[config.mk]
export PLATFORM = sky130hd
export DESIGN_NAME = qam_2_demod
export DESIGN_NICKNAME = d
export VERILOG_FILES = /design/src/rtl/qam_pkg.sv /design/src/rtl/qam_demod_fifo.sv /design/src/rtl/qam_2_demod.sv
export SDC_FILE = /design/constraint.sdc
export NUM_CORES = 1
export LEC_CHECK = 0
export CAP_MARGIN = 15
export CORE_MARGIN = 1
export CORE_UTILIZATION = 46
export CTS_BUF_LIST = sky130_fd_sc_hd__clkbuf_4
export CTS_CLUSTER_SIZE = 25
export DETAILED_ROUTE_END_ITERATION = 10
export HOLD_SLACK_MARGIN = 0.03
export PLACE_DENSITY = 0.81
export SLEW_MARGIN = 20
export SYNTH_ARGS = -nofsm -noshare
export SYNTH_HDL_FRONTEND = slang
export SYNTH_SLANG_ARGS = --single-unit
[constraint.sdc]
create_clock -name clk -period 2.3 [get_ports clk]
set_clock_uncertainty 0.05 [all_clocks]
set_input_delay 0.575 -clock clk [delete_from_list [all_inputs] [get_ports clk]]
set_output_delay 0.575 -clock clk [all_outputs]
set_load 0.01 [all_outputs]
[src/rtl/qam_pkg.sv]
// qam_pkg: IQ field layout and BPSK symbol constants shared by the QAM-2 mapper and demapper
package qam_pkg;
  localparam int IQ_W  = 12;
  localparam int I_LSB = 0;
  localparam int Q_LSB = IQ_W;
  localparam logic [31:0] QAM2_POS = 32'h0000_0003;
  localparam logic [31:0] QAM2_NEG = 32'h0000_0FFF;
endpackage

[src/rtl/qam_demod_fifo.sv]
// qam_demod_fifo: 2-entry FIFO; head register keeps its last word when the buffer drains
module qam_demod_fifo #(
  parameter int W = 8
) (
  input  logic         clk,
  input  logic         rst,
  input  logic         clear,
  input  logic         push,
  input  logic         pop,
  input  logic [W-1:0] din,
  output logic [W-1:0] dout,
  output logic         full,
  output logic         empty
);
  logic [W-1:0] head_q, head_d, tail_q, tail_d;
  logic [1:0] cnt_q, cnt_d, n;
  logic do_pop, do_push;
  always_comb begin
    do_pop  = pop & (cnt_q != 2'd0);
    do_push = push & ((cnt_q != 2'd2) | do_pop);
    n       = cnt_q - {1'b0, do_pop};
    head_d  = (do_push && n == 2'd0) ? din : (do_pop && cnt_q == 2'd2) ? tail_q : head_q;
    tail_d  = (do_push && n == 2'd1) ? din : tail_q;
    cnt_d   = clear ? 2'd0 : n + {1'b0, do_push};
  end
  always_ff @(posedge clk or negedge rst) begin
    if (!rst) begin
      head_q <= '0;
      tail_q <= '0;
      cnt_q  <= '0;
    end else begin
      head_q <= head_d;
      tail_q <= tail_d;
      cnt_q  <= cnt_d;
    end
  end
  assign dout  = head_q;
  assign full  = cnt_q == 2'd2;
  assign empty = cnt_q == 2'd0;
endmodule

[src/rtl/qam_2_demod.sv]
// qam_2_demod: BPSK hard-decision slicer with erasure flagging, bit packing and buffered word output
module qam_2_demod import qam_pkg::*; #(
  parameter int IQ_WIDTH  = IQ_W,
  parameter int OUT_WIDTH = 8,
  parameter int LSB_FIRST = 0,
  parameter int THRESH    = 2
) (
  input  logic                 clk,
  input  logic                 rst,
  input  logic                 clear,
  input  logic [31:0]          signal_in,
  input  logic                 signal_valid,
  output logic [OUT_WIDTH-1:0] data_out,
  output logic                 data_valid,
  input  logic                 data_ready,
  output logic                 overflow,
  output logic [15:0]          erasure_count,
  output logic                 ready
);
  localparam int CW = OUT_WIDTH > 1 ? $clog2(OUT_WIDTH) : 1;
  localparam logic [IQ_WIDTH:0] TH = (IQ_WIDTH+1)'(THRESH);
  logic [IQ_WIDTH-1:0] i_s;
  logic signed [IQ_WIDTH:0] i_x;
  logic [IQ_WIDTH:0] mag;
  logic bit_s, erase, take, last, push, pop, full, empty, unused_hi;
  logic [OUT_WIDTH-1:0] sr_q, sr_d, word;
  logic [CW-1:0] cnt_q, cnt_d;
  logic ovf_q, ovf_d, ready_q, ready_d;
  logic [15:0] ecnt_q, ecnt_d;
  assign i_s       = signal_in[I_LSB +: IQ_WIDTH];
  assign unused_hi = ^signal_in[31:I_LSB+IQ_WIDTH];
  // one extra bit so the most negative I has a representable magnitude
  assign i_x   = {i_s[IQ_WIDTH-1], i_s};
  assign mag   = i_x[IQ_WIDTH] ? -i_x : i_x;
  assign erase = mag < TH;
  assign bit_s = i_s[IQ_WIDTH-1];
  assign take  = signal_valid & ~clear;
  assign last  = cnt_q == CW'(OUT_WIDTH-1);
  assign word  = (LSB_FIRST != 0) ? {bit_s, sr_q[OUT_WIDTH-1:1]} : {sr_q[OUT_WIDTH-2:0], bit_s};
  assign push  = take & last;
  assign pop   = data_valid & data_ready & ~clear;
  always_comb begin
    sr_d    = clear ? '0 : take ? word : sr_q;
    cnt_d   = clear ? '0 : take ? (last ? '0 : cnt_q + CW'(1)) : cnt_q;
    ovf_d   = clear ? 1'b0 : ovf_q | (push & full & ~pop);
    ecnt_d  = clear ? 16'd0 : (take & erase & ~&ecnt_q) ? ecnt_q + 16'd1 : ecnt_q;
    ready_d = 1'b1;
  end
  always_ff @(posedge clk or negedge rst) begin
    if (!rst) begin
      sr_q    <= '0;
      cnt_q   <= '0;
      ovf_q   <= 1'b0;
      ecnt_q  <= '0;
      ready_q <= 1'b0;
    end else begin
      sr_q    <= sr_d;
      cnt_q   <= cnt_d;
      ovf_q   <= ovf_d;
      ecnt_q  <= ecnt_d;
      ready_q <= ready_d;
    end
  end
  qam_demod_fifo #(.W(OUT_WIDTH)) u_fifo (
    .clk   (clk),
    .rst   (rst),
    .clear (clear),
    .push  (push),
    .pop   (pop),
    .din   (word),
    .dout  (data_out),
    .full  (full),
    .empty (empty)
  );
  assign data_valid    = ~empty;
  assign overflow      = ovf_q;
  assign erasure_count = ecnt_q;
  assign ready         = ready_q;
endmodule

==> results.sh <==
export IMPL_cts_sinks=46
export IMPL_violations="negative setup slack"
export IMPL_relSlewSlack_pct=56.4
export IMPL_grt_max_degree=30
export IMPL_nets=410
export IMPL_p_leak_nw=1.84
export IMPL_clockRootBuffer="clkbuf_4"
export IMPL_start_util_pct=49.1
export IMPL_grt_pass1_wl_mm=12.8
export IMPL_finalCritPeriodShare_pct=117
export IMPL_place_area_um2=3500
export IMPL_num_vias=2616
export IMPL_yosysSeqAreaShare_pct=44.4
export IMPL_hold_violations=0
export IMPL_synthAdderAreaFrac_pct=2.90
export IMPL_critPathMaxFanout=6
export IMPL_endpoint_kind="flip-flop"
export IMPL_async_flop_share_pct=100
export IMPL_finalMaxSlewViolations=0
export IMPL_post_place_cells=411
export IMPL_port_buffers=43
export IMPL_clock_path_buffers=2
export IMPL_io_pins=64
export IMPL_grt_overflow=0
export IMPL_finalNonFillerCells=439
export IMPL_fmax_mhz=371
export IMPL_most_common_layout_cells="buf_4, dfrtp_1, nor2_1"
export IMPL_tightest_slew_ns=0.648
export IMPL_vdd_drop_max_mv=0.267
export IMPL_drtIter0Drc=264
export IMPL_synth_edff_count=0
export IMPL_synth_ff_type="dfrtp_1"
export IMPL_fp_dieW_um=77.0
export IMPL_avgSynthCellArea_um2=9.85
export IMPL_synth_compound_area_share_pct=11.2
export IMPL_die_h_um=77.0
export IMPL_first_global_vias=2627
export IMPL_grt_antenna_before_repair=1
export IMPL_grt_total_usage_pct=27.3
export IMPL_final_common_cell="buf_4"
export IMPL_total_power_mw=1.58
export IMPL_setup_ws_ns=-0.393
export IMPL_cts_inserted_buffers=5
export IMPL_rsz0062_at_grt="yes"
export IMPL_period_minus_slack_ns=2.69
export IMPL_rows=26
export IMPL_routed_wl_mm=8.38
export IMPL_die_area_um2=5930
export IMPL_cts_tree="yes"
export IMPL_yosysWarnings=0
export IMPL_drtAntennaViolNets=0
export IMPL_drive_gt1_share_pct=35.1
export IMPL_wl_per_cell_um=19.1
export IMPL_post_dp_hpwl_mm=4.62
export IMPL_synth_area_mux_share_pct=13.0
export IMPL_drv_cap=0
export IMPL_postCtsHoldBufs=0
export IMPL_critPathKind="input pin to flip-flop"
export IMPL_cp_data_required_time_ns=2.55
export IMPL_coreArea_um2=5270
export IMPL_cts_max_level=2
export IMPL_gp_congestion=0.823
export IMPL_synth_top_family_by_area="simple AND/OR/NAND/NOR gates"
export IMPL_synth_nets=306
export IMPL_power_density_nw_per_um2=400
export IMPL_synthCells=263
export IMPL_fin_area_um2=3960
export IMPL_post_place_ws_ns=-0.981
export IMPL_via_per_inst=5.96
export IMPL_cts_reportedPaths_clkPinSlew_ns=0.15
export IMPL_hold_class="input pin to asynchronous set/reset pin"
export IMPL_synthSimpleGateAreaFrac_pct=22.4
export IMPL_synth_xor_area_share_pct=1.98
export IMPL_syn_area_um2=2590
export IMPL_yosysUniqueCellTypes=48
export IMPL_final_setup_viol_count=16
export IMPL_syn_to_final_growth_pct=52.8
export IMPL_status="finished with violations"
export IMPL_firstDrtPassIters=6
export IMPL_critPathArrivalTime_ns=2.94
export IMPL_clkLatencyLatePin_ns=0.36
export IMPL_start_kind="input pin"
export IMPL_yosys_register_bits=46
export IMPL_route_detailed_drc=0
export IMPL_final_core_util_pct=75.1
## worst paths after layout
| kind | startpoint | end | slack (ns) | cells past startpoint |
|---|---|---|---|---|
| max | signal_in[10] | erasure_count[6]$_DFFE_PN0P_ | -0.39 | 9 |
| min | rst | u_fifo.dout[3]$_DFFE_PN0P_ | 0.07 | 1 |
| max reg2reg | erasure_count[0]$_DFFE_PN0P_ | erasure_count[14]$_DFFE_PN0P_ | -0.15 | 10 |
| min reg2reg | u_fifo.tail_q[4]$_DFFE_PN0P_ | u_fifo.tail_q[4]$_DFFE_PN0P_ | 0.48 | 1 |
| max in group asynchronous | rst | erasure_count[15]$_DFFE_PN0P_ | 1.56 | 2 |
| min in group clk | u_fifo.tail_q[4]$_DFFE_PN0P_ | u_fifo.tail_q[4]$_DFFE_PN0P_ | 0.48 | 1 |
## flip-flops by register name, summed over array words and instances (netlist names)
register,cells
u_fifo.dout,8
cnt_q,3
u_fifo.tail_q,8
sr_q,7
erasure_count,16
ready,1
u_fifo.cnt_q,2
overflow,1
## cell usage after synthesis (2+ instances only)
master / number / area (µm²)
nor2b_1: 5 / 31.3
nand2b_1: 3 / 18.8
nand3_1: 10 / 50.1
mux2_2: 12 / 135
and3_1: 5 / 31.3
nor4_1: 8 / 50.1
buf_2: 2 / 10.0
or4_1: 4 / 30.0
inv_1: 9 / 33.8
nor3_1: 4 / 20.0
nand3_2: 2 / 20.0
o31a_1: 3 / 26.3
or3_1: 3 / 18.8
a211o_1: 2 / 17.5
buf_1: 3 / 11.3
nor2_1: 37 / 139
dfrtp_1: 46 / 1150
nand4_1: 7 / 43.8
clkbuf_1: 7 / 26.3
a31oi_1: 3 / 18.8
xnor2_1: 3 / 26.3
a21oi_1: 19 / 95.1
nand2_1: 8 / 30.0
ha_1: 6 / 75.1
o21a_1: 3 / 22.5
mux2i_1: 19 / 190
o21ai_0: 4 / 20.0
buf_6: 2 / 22.5
or4b_1: 2 / 20.0
o31ai_1: 4 / 30.0
## cell families (layout without fill, tap and decap cells)
group,Yosys count,in the layout
and+or+nand+nor,105,105
DFF,46,46
AOI/OAI and AO/OA,45,45
muxes,32,32
buffers and inverters,23,128
adders and majority gates,6,6
xor gates and xnor gates,5,5
other,1,2
## stage by stage
step                TNS, ns  hold WS [ns]
floorplan             -2.21         0.229
global placement     -16.97         0.440
detailed placement   -18.29         0.450
CTS                   -3.93        0.0657
global route          -5.98        0.0674
finish                -5.54        0.0689
## metal layers
| layer | global-route usage [%] | part of all wire, % | up-vias |
|---|---|---|---|
| li1 | - | - | 1163 |
| met1 | 35.6 | 41 | 1309 |
| met2 | 46.0 | 51 | 122 |
| met3 | 3.69 | 5.7 | 22 |
| met4 | 10.8 | 2.8 | 0 |
| met5 | 0 | 0 | - |
## what timing repair did
action | in CTS | in global routing
pin swaps | 14 | 14
setup endpoints to repair | 16 | 25
gates cloned | 1 | 0
buffers inserted | 17 | 5
resized for setup | 51 | 34
## layout make-up
type                       count  area, µm²
multi-input combinational    194       1540
fill                         358       1310
sequential                    46       1150
timing repair buffer         111       1040
tap                           70       87.6
inverter                       9       51.3
clock buffer                   6       45.0
clock inverter                 2       37.5
antenna                        1       2.50
## power by group
group / switching (mW) / internal, mW
Sequential: 0.00572 / 0.816
Combinational: 0.125 / 0.113
Clock: 0.280 / 0.241
Total: 0.411 / 1.17
## worst max-delay path, cell delays in order
cell and delay, ns:
clkdlybuf4s50_1 0.60, inv_1 0.11, a21oi_1 0.21, mux2i_1 0.13
a2111o_1 0.39, buf_6 0.16, buf_6 0.13, or4_4 0.47
a21oi_2 0.17
Note: power is estimated with default switching activity, not from simulation.
